File: src/rtl/pulse_detector.sv
// Threshold/hysteresis pulse detector: measures peak, width and start timestamp of
// each qualified pulse and hands one event record at a time to a valid/ready consumer.
module pulse_detector #(
  parameter int ADC_WIDTH = 12,
  parameter int WIDTH_W   = 8,
  parameter int TS_WIDTH  = 32,
  parameter int CNT_WIDTH = 16
) (
  input  logic                 clk,
  input  logic                 rst_n,
  input  logic                 enable,
  input  logic [ADC_WIDTH-1:0] sample_in,
  input  logic                 sample_valid,
  input  logic [ADC_WIDTH-1:0] baseline,
  input  logic [ADC_WIDTH-1:0] threshold,
  input  logic [ADC_WIDTH-1:0] hysteresis,
  input  logic [WIDTH_W-1:0]   min_width,
  output logic                 event_valid,
  input  logic                 event_ready,
  output logic [ADC_WIDTH-1:0] event_peak,
  output logic [WIDTH_W-1:0]   event_width,
  output logic [TS_WIDTH-1:0]  event_ts,
  output logic [CNT_WIDTH-1:0] event_count,
  output logic [CNT_WIDTH-1:0] glitch_count,
  output logic [CNT_WIDTH-1:0] drop_count
);

  typedef enum logic {IDLE, PULSE} state_t;

  state_t               state_q, state_d;
  logic [ADC_WIDTH-1:0] peak_q, peak_d;
  logic [WIDTH_W-1:0]   width_q, width_d;
  logic [TS_WIDTH-1:0]  start_q, start_d;
  logic [TS_WIDTH-1:0]  ts_q, ts_d;
  logic                 ev_valid_q, ev_valid_d;
  logic [ADC_WIDTH-1:0] ev_peak_q, ev_peak_d;
  logic [WIDTH_W-1:0]   ev_width_q, ev_width_d;
  logic [TS_WIDTH-1:0]  ev_ts_q, ev_ts_d;
  logic [CNT_WIDTH-1:0] ev_cnt_q, ev_cnt_d;
  logic [CNT_WIDTH-1:0] gl_cnt_q, gl_cnt_d;
  logic [CNT_WIDTH-1:0] dr_cnt_q, dr_cnt_d;

  logic [ADC_WIDTH:0]   diff;
  logic [ADC_WIDTH-1:0] level;
  logic [ADC_WIDTH-1:0] release_lvl;
  logic                 emit;
  logic                 glitch;
  logic                 drain;

  always_comb begin
    diff        = {1'b0, sample_in} - {1'b0, baseline};
    level       = diff[ADC_WIDTH] ? '0 : diff[ADC_WIDTH-1:0];
    release_lvl = (hysteresis >= threshold) ? '0 : threshold - hysteresis;

    state_d = state_q;
    peak_d  = peak_q;
    width_d = width_q;
    start_d = start_q;
    ts_d    = sample_valid ? ts_q + TS_WIDTH'(1) : ts_q;
    emit    = 1'b0;
    glitch  = 1'b0;

    if (!enable) begin
      state_d = IDLE;
    end else if (sample_valid) begin
      case (state_q)
        IDLE: begin
          if (level > threshold) begin
            state_d = PULSE;
            peak_d  = level;
            width_d = WIDTH_W'(1);
            start_d = ts_q;
          end
        end
        PULSE: begin
          if (level >= release_lvl) begin
            if (level > peak_q) peak_d = level;
            if (width_q != '1) width_d = width_q + WIDTH_W'(1);
          end else begin
            // Terminating sample: not part of the pulse and cannot re-trigger.
            state_d = IDLE;
            if (width_q >= min_width) emit = 1'b1;
            else                      glitch = 1'b1;
          end
        end
        default: state_d = IDLE;
      endcase
    end

    drain      = ev_valid_q && event_ready;
    ev_valid_d = ev_valid_q;
    ev_peak_d  = ev_peak_q;
    ev_width_d = ev_width_q;
    ev_ts_d    = ev_ts_q;
    ev_cnt_d   = ev_cnt_q;
    gl_cnt_d   = gl_cnt_q;
    dr_cnt_d   = dr_cnt_q;

    if (emit) begin
      if (!ev_valid_q || drain) begin
        ev_valid_d = 1'b1;
        ev_peak_d  = peak_q;
        ev_width_d = width_q;
        ev_ts_d    = start_q;
        if (ev_cnt_q != '1) ev_cnt_d = ev_cnt_q + CNT_WIDTH'(1);
      end else if (dr_cnt_q != '1) begin
        dr_cnt_d = dr_cnt_q + CNT_WIDTH'(1);
      end
    end else if (drain) begin
      ev_valid_d = 1'b0;
    end

    if (glitch && gl_cnt_q != '1) gl_cnt_d = gl_cnt_q + CNT_WIDTH'(1);
  end

  always_ff @(posedge clk or negedge rst_n) begin
    if (!rst_n) begin
      state_q    <= IDLE;
      peak_q     <= '0;
      width_q    <= '0;
      start_q    <= '0;
      ts_q       <= '0;
      ev_valid_q <= 1'b0;
      ev_peak_q  <= '0;
      ev_width_q <= '0;
      ev_ts_q    <= '0;
      ev_cnt_q   <= '0;
      gl_cnt_q   <= '0;
      dr_cnt_q   <= '0;
    end else begin
      state_q    <= state_d;
      peak_q     <= peak_d;
      width_q    <= width_d;
      start_q    <= start_d;
      ts_q       <= ts_d;
      ev_valid_q <= ev_valid_d;
      ev_peak_q  <= ev_peak_d;
      ev_width_q <= ev_width_d;
      ev_ts_q    <= ev_ts_d;
      ev_cnt_q   <= ev_cnt_d;
      gl_cnt_q   <= gl_cnt_d;
      dr_cnt_q   <= dr_cnt_d;
    end
  end

  assign event_valid  = ev_valid_q;
  assign event_peak   = ev_peak_q;
  assign event_width  = ev_width_q;
  assign event_ts     = ev_ts_q;
  assign event_count  = ev_cnt_q;
  assign glitch_count = gl_cnt_q;
  assign drop_count   = dr_cnt_q;

endmodule

File: config.mk
export PLATFORM = sky130hd
export DESIGN_NAME = pulse_detector
export DESIGN_NICKNAME = d
export VERILOG_FILES = /design/src/rtl/pulse_detector.sv
export SDC_FILE = /design/constraint.sdc
export NUM_CORES = 1
export LEC_CHECK = 0
export CORE_MARGIN = 3
export CORE_UTILIZATION = 25
export DETAILED_ROUTE_END_ITERATION = 10
export GPL_TIMING_DRIVEN = 0
export PLACE_DENSITY = 0.44
export SYNTH_ARGS = -nofsm -noshare
export SYNTH_HDL_FRONTEND = slang
export SYNTH_SLANG_ARGS = --single-unit
export TNS_END_PERCENT = 10
File: constraint.sdc
create_clock -name clk -period 8.64 [get_ports clk]
set_clock_uncertainty 0.2 [all_clocks]
set_input_delay 1.728 -clock clk [delete_from_list [all_inputs] [get_ports clk]]
set_output_delay 1.728 -clock clk [all_outputs]
set_load 0.02 [all_outputs]
# After elaboration in Yosys (flattened, before gate mapping)
# Cells that the tools add are included.
[classes]
reduce_logical = 12
bitwise_logic = 2
addsub = 7
muxes = 28
n_lt_le_gt_ge = 5
eq_ne = 10
[ops]
columns = ["op", "n"]
rows = [
  ["$mux W12", 5],
  ["$add A16 B1 Y16 const B", 3],
  ["$ne A16 B16 Y1 const B", 3],
  ["$add A32 B1 Y32 const B", 1],
  ["$ge A12 B12 Y1", 2],
  ["$gt A12 B12 Y1", 2],
  ["$mux W8", 3],
  ["$pmux W12 S2", 1],
  ["$mux W1", 17],
  ["$pmux W8 S2", 1],
  ["$sub A12 B12 Y13", 1],
  ["$sub A12 B12 Y12", 1],
  ["$ne A2 B1 Y1 const B", 5],
  ["$reduce_and A5 Y1", 2],
  ["$add A8 B1 Y8 const B", 1],
  ["$ge A8 B8 Y1", 1],
  ["$ne A8 B8 Y1 const B", 1],
  ["$reduce_and A3 Y1", 2],
  ["$reduce_and A2 Y1", 2],
  ["$reduce_and A4 Y1", 1],
  ["$logic_and A1 B1 Y1", 2],
  ["$ne A2 B2 Y1 const B", 1],
  ["$not A1 Y1", 2],
  ["$pmux W1 S2", 1],
  ["other kinds (3)", 3],
]
[totals]
reg_bits = 186
out_inout_bits = 101
word_cells = 76
input_bits = 61

# Longest topological paths before layout
[logic_depth]
ltp_word = 9
depth_mapped = 24
ltp_nobuf = 21

# Worst setup path after synthesis
# No wires, ideal clock.
[synth_timing]
path_kind = "input port to flip-flop"
start = "input port sample_in[0]"
end = "register peak_q[10]"
required_time_ps = 8315
path_stages = 20
arrival_time_ps = 5783
n_path_buf = 1
setup_slack_ps = 2533
setup_time_ps = 125
cell_sequence = "inv_1 > ha_1 > inv_1 > fa_1 > a211oi_1 > nor2_1 > o21a_1 > o2111ai_1 > a21oi_1 > a21boi_1 > nor2_1 > ha_1 > a21o_1 > a21o_1 > a21o_1 > a2111oi_2 > o22ai_1 > nand3_1 > buf_2 > mux2_2"
[synth_between]
elab_chain_cells = 5
word_cells_on_any_way = 13
cone_classes = "add/sub (1); order compare (3); eq/ne (3); mux (5); reduce/logical (1)"
[synth_rtl]
columns = ["item", "line_no", "text"]
rows = [
  ["start: declaration", "12", "input logic [ADC_WIDTH-1:0] sample_in,"],
  ["$sub A12 B12 Y13 *", "51", "diff = {1'b0, sample_in} - {1'b0, baseline};"],
  ["$mux W12 *", "52", "level = diff[ADC_WIDTH] ? '0 : diff[ADC_WIDTH-1:0];"],
  ["via level[5]", "44", "logic [ADC_WIDTH-1:0] level;"],
  ["$gt A12 B12 Y1 (tied with other cells)", "68", "if (level > threshold) begin"],
  ["$ne A2 B2 Y1 (no source line) or $ne A2 B1 Y1 (tied branches)", "-", ""],
  ["$reduce_and A5 Y1 (no source line) *", "-", ""],
  ["end signal: assignment", "132", "peak_q <= peak_d;"],
  ["end: declaration", "31", "logic [ADC_WIDTH-1:0] peak_q, peak_d;"],
]
# The timed path passes the listed nets; every way through them passes the cells marked *. The select of a mux whose other input is x is not followed.
# A chain may end at the register's enable or synchronous reset.

# Final worst setup path
[layout_timing]
start = "input port baseline[0]"
end = "register ev_peak_q[3] (netlist: event_peak[3])"
[layout_between]
elab_chain_cells = 8
[layout_rtl]
columns = ["item", "line_no", "text"]
rows = [
  ["start: declaration", "14", "input logic [ADC_WIDTH-1:0] baseline,"],
  ["$sub A12 B12 Y13", "51", ""],
  ["$mux W12", "52", ""],
  ["$ge A12 B12 Y1", "76", "if (level >= release_lvl) begin"],
  ["$mux W1", "76", ""],
  ["$mux W1", "66", "case (state_q)"],
  ["$mux W1", "65", "end else if (sample_valid) begin"],
  ["$mux W1", "63", "if (!enable) begin"],
  ["$reduce_and A2 Y1 (no source line)", "-", ""],
  ["end signal: assignment", "137", "ev_peak_q <= ev_peak_d;"],
  ["end: declaration", "36", "logic [ADC_WIDTH-1:0] ev_peak_q, ev_peak_d;"],
]
# No other way between the ends.

==> run metrics <==
Wirelength per Cell=15.9 um; total track usage=around an eighth; Final Max Slew Viols=0; Synth top area share=about 46%; die area=approximately 43000 um^2; number of flops mapped to enable cells by yosys=0; synth top area cells=dfrtp_1 46%, mux2_2 11%, ha_1 9.1%, xor2_1 4.4%, xnor2_1 4.2%; highest-delay cell along the critical path=nor3_2; drt total wl=25.8 mm; pre-CTS WS=roughly 0.78 ns; Setup-failing EPs final=0; CTS Buffer Depth=2; TNS Setup=0 ns; Initial Util=about 26%; post-CTS setup buffer count=0; crit path cell chain=clkdlybuf4s50_1 > ha_1 > inv_1 > fa_1 > a211oi_1 > nor2_1 > o21a_1 > o2111ai_1 > a21oi_1 > a21boi_1 > or2_2 > ha_1 > nand2b_1 > a21o_1 > a211o_1 > a21oi_4 > nand3_2 > nor3_2 > buf_2 > mux2_2; worst min-delay path class=register to register; Post-Synth XOR/XNOR Area=about 8.6%; DRT Pass-1 Iters=7; Post-Synthesis Cells=around 910; CTS resizes=0; first-pass GRT wire length=around 42 mm; Synth Area in Compound Gates=approximately 5.6%; most frequent cells after synthesis=186 x dfrtp_1, 100 x mux2_2, 74 x inv_1; Hold Violations, Final=0; core outline area=slightly below 40000 um^2; vias=slightly above 7000; Worst-Skew Late Latency=about 0.44 ns; antenna violations before repair=1; register bit count reported by yosys=approximately 190; largest net degree at the start of global routing=107; Period minus WS final=slightly above 7 ns; Critical Path Sink=event_peak[3]; simple-gate share of the synthesized area=between 10 and 15%; reg2reg start=width_q[0]; YS warnings=0; critical path's most frequent cell=ha_1; Final WS setup=between 1 and 1.5 ns; Num CTS Buffers=17; Top FF cell, synth=dfrtp_1; async set or reset register ratio after synthesis=100%; FF-to-FF setup slack=about 5.1 ns; Lkg Pwr=about 6 nW; Root Buffer=clkbuf_16; Area Growth Syn to Fin=28.8%; port bufs=160; Crit path buffers/inverters=3; nets@finish=~1200; critical path startpoint category=input port; CP Capture Type=register; Post-CTS Hold Buffers=0; unrepaired setup endpoints after global routing=false; Diodes inserted=0; part of the cycle the worst path needs=a little over four fifths; Die Wd=between 200 and 250 um; # DRC=0; GP Congestion=between 0.7 and 0.8; Worst-path clk slew=~0.09 ns; Adder-Cell Fraction of Synth Area=9.51%; die height=around 210 um; power density over the cells=roughly 170 nW/um^2; maximum vdd drop=between 0.1 and 0.15 mV; mux cell area share after synthesis=between 10% and 20%; CTS H-tree depth=4; Register-to-Register Path Depth=10; worst setup path start=baseline[0]; clk sinks=186; fillers=about 4000; FF-to-FF End=event_peak[3]; Synth Cell Area=10000 um^2; Slew @ Worst Pin=~0.88 ns; main combinational cell family by area after synthesis=simple AND/OR/NAND/NOR gates; CP max stage delay=around 0.65 ns; MaxCap Viol Count=0; grt ovf=0; CP arrival=7.33 ns; slew margin rel.=approximately two fifths; layout cells sized above 1=15.4%; Via-to-Cell Ratio=~4.4; outcome=finished clean; Initial DRC Count=about 260; CP Class=input port to register; count leader, synth=dfrtp_1; antenna-violating nets left=0; total power=~2.2 mW; register area share after synthesis=46.4%; number of global-route vias before repair=7405; Synth area leader=dfrtp_1; critical path's top delay family=compound AO/OA/AOI/OAI gates; post-synth net total=around 1000; Required @ worst endpoint=8.75 ns; Worst Hold Launch=ts_q[15]; num rows=between 70 and 80; CTS tree=done; fmax=138 MHz; critical path depth=20; I/O Pins=approximately 160; Post-DP HPWL=~20 mm; syn_area_per_cell=between 10 and 15 um^2; CP Max Fanout=10; post-synthesis cell type count=58
[through the flow]
stage | hold WS (ns) | instance area, um^2 | std cells | util, %
2_1_floorplan | 0.236 | 10000 | 909 | -
3_3_place_gp | 0.278 | 12300 | 1587 | 31.4
3_5_place_dp | 0.277 | 12300 | 1588 | 31.5
4_1_cts | 0.293 | 12900 | 1620 | 33.0
5_1_grt | 0.302 | 12900 | 1620 | 33.0
6_report | 0.287 | 12900 | 1620 | 33.0
[layout make-up]
class,count,area (um^2),area share [%]
Tap cell,518,648,5.02
Sequential cell,186,4650,36.0
Inverter,74,278,2.15
Multi-Input combinational cell,629,4970,38.5
Clock inverter,14,168,1.30
Clock buffer,18,439,3.40
Buffer,20,124,0.959
Timing Repair Buffer,161,1630,12.7
[cell usage in the layout (no fill, tap or decap), drive strengths merged, types with 3 or more instances in the layout]
| master | Yosys | routed |
|---|---|---|
| dfrtp | 186 | 186 |
| clkdlybuf4s50 | 0 | 159 |
| mux2 | 100 | 100 |
| inv | 74 | 83 |
| ha | 73 | 73 |
| nand2 | 55 | 55 |
| nor2 | 52 | 52 |
| xor2 | 50 | 50 |
| xnor2 | 48 | 48 |
| nand3 | 41 | 41 |
| nor3 | 32 | 32 |
| nand4 | 30 | 30 |
| a21oi | 26 | 26 |
| clkbuf | 7 | 25 |
| buf | 13 | 15 |
| a21o | 14 | 14 |
| o21ai | 12 | 12 |
| nor2b | 10 | 10 |
| and4 | 10 | 10 |
| and3 | 10 | 10 |
| nor4 | 10 | 10 |
| a211oi | 7 | 7 |
| and2 | 5 | 5 |
| clkinv | 0 | 5 |
| or2 | 4 | 4 |
| nand2b | 4 | 4 |
| o21bai | 4 | 4 |
| or3 | 4 | 4 |
| o21a | 3 | 3 |
[report_power, final]
part / internal [mW] / total [mW] / switching (mW)
clock network: 0.402 / 0.807 / 0.405
registers: 0.934 / 0.995 / 0.0607
logic: 0.202 / 0.419 / 0.218
total: 1.54 / 2.22 / 0.683
[per-layer routing]
layer  global-route usage [%]  vias up  routed length [um]
met3                     3.02       13                1070
met1                     17.4     3446               12800
met2                     19.5      103               11700
li1                         -     3548                   -
met4                     2.84        2                 221
met5                        0        -                  12
[worst min path at each step]
stage / depth (start not counted) / slack, ns / endpoint
floorplan: 1 / 0.24 / ts_q[31]
global placement: 1 / 0.28 / ts_q[15]
detailed placement: 1 / 0.28 / ts_q[31]
CTS: 1 / 0.29 / ts_q[9]
global route: 1 / 0.30 / ts_q[13]
finish: 1 / 0.29 / ts_q[15]
[logic make-up (layout without fill, tap and decap cells)]
logic type / count (synthesis) / count (layout)
and+or+nand+nor: 271 / 271
DFF: 186 / 186
muxes: 101 / 101
xor gates and xnor gates: 98 / 98
buffers and inverters: 94 / 287
AOI/OAI and AO/OA: 84 / 84
adders and majority gates: 75 / 75
[registers in the layout, indices dropped and copies added, names as in the netlist]
signal,flops
event_ts,32
peak_q,12
event_valid,1
event_count,16
start_q,32
event_peak,12
glitch_count,16
drop_count,16
event_width,8
ts_q,32
state_q,1
width_q,8
Power figures use the tool's default switching activity.
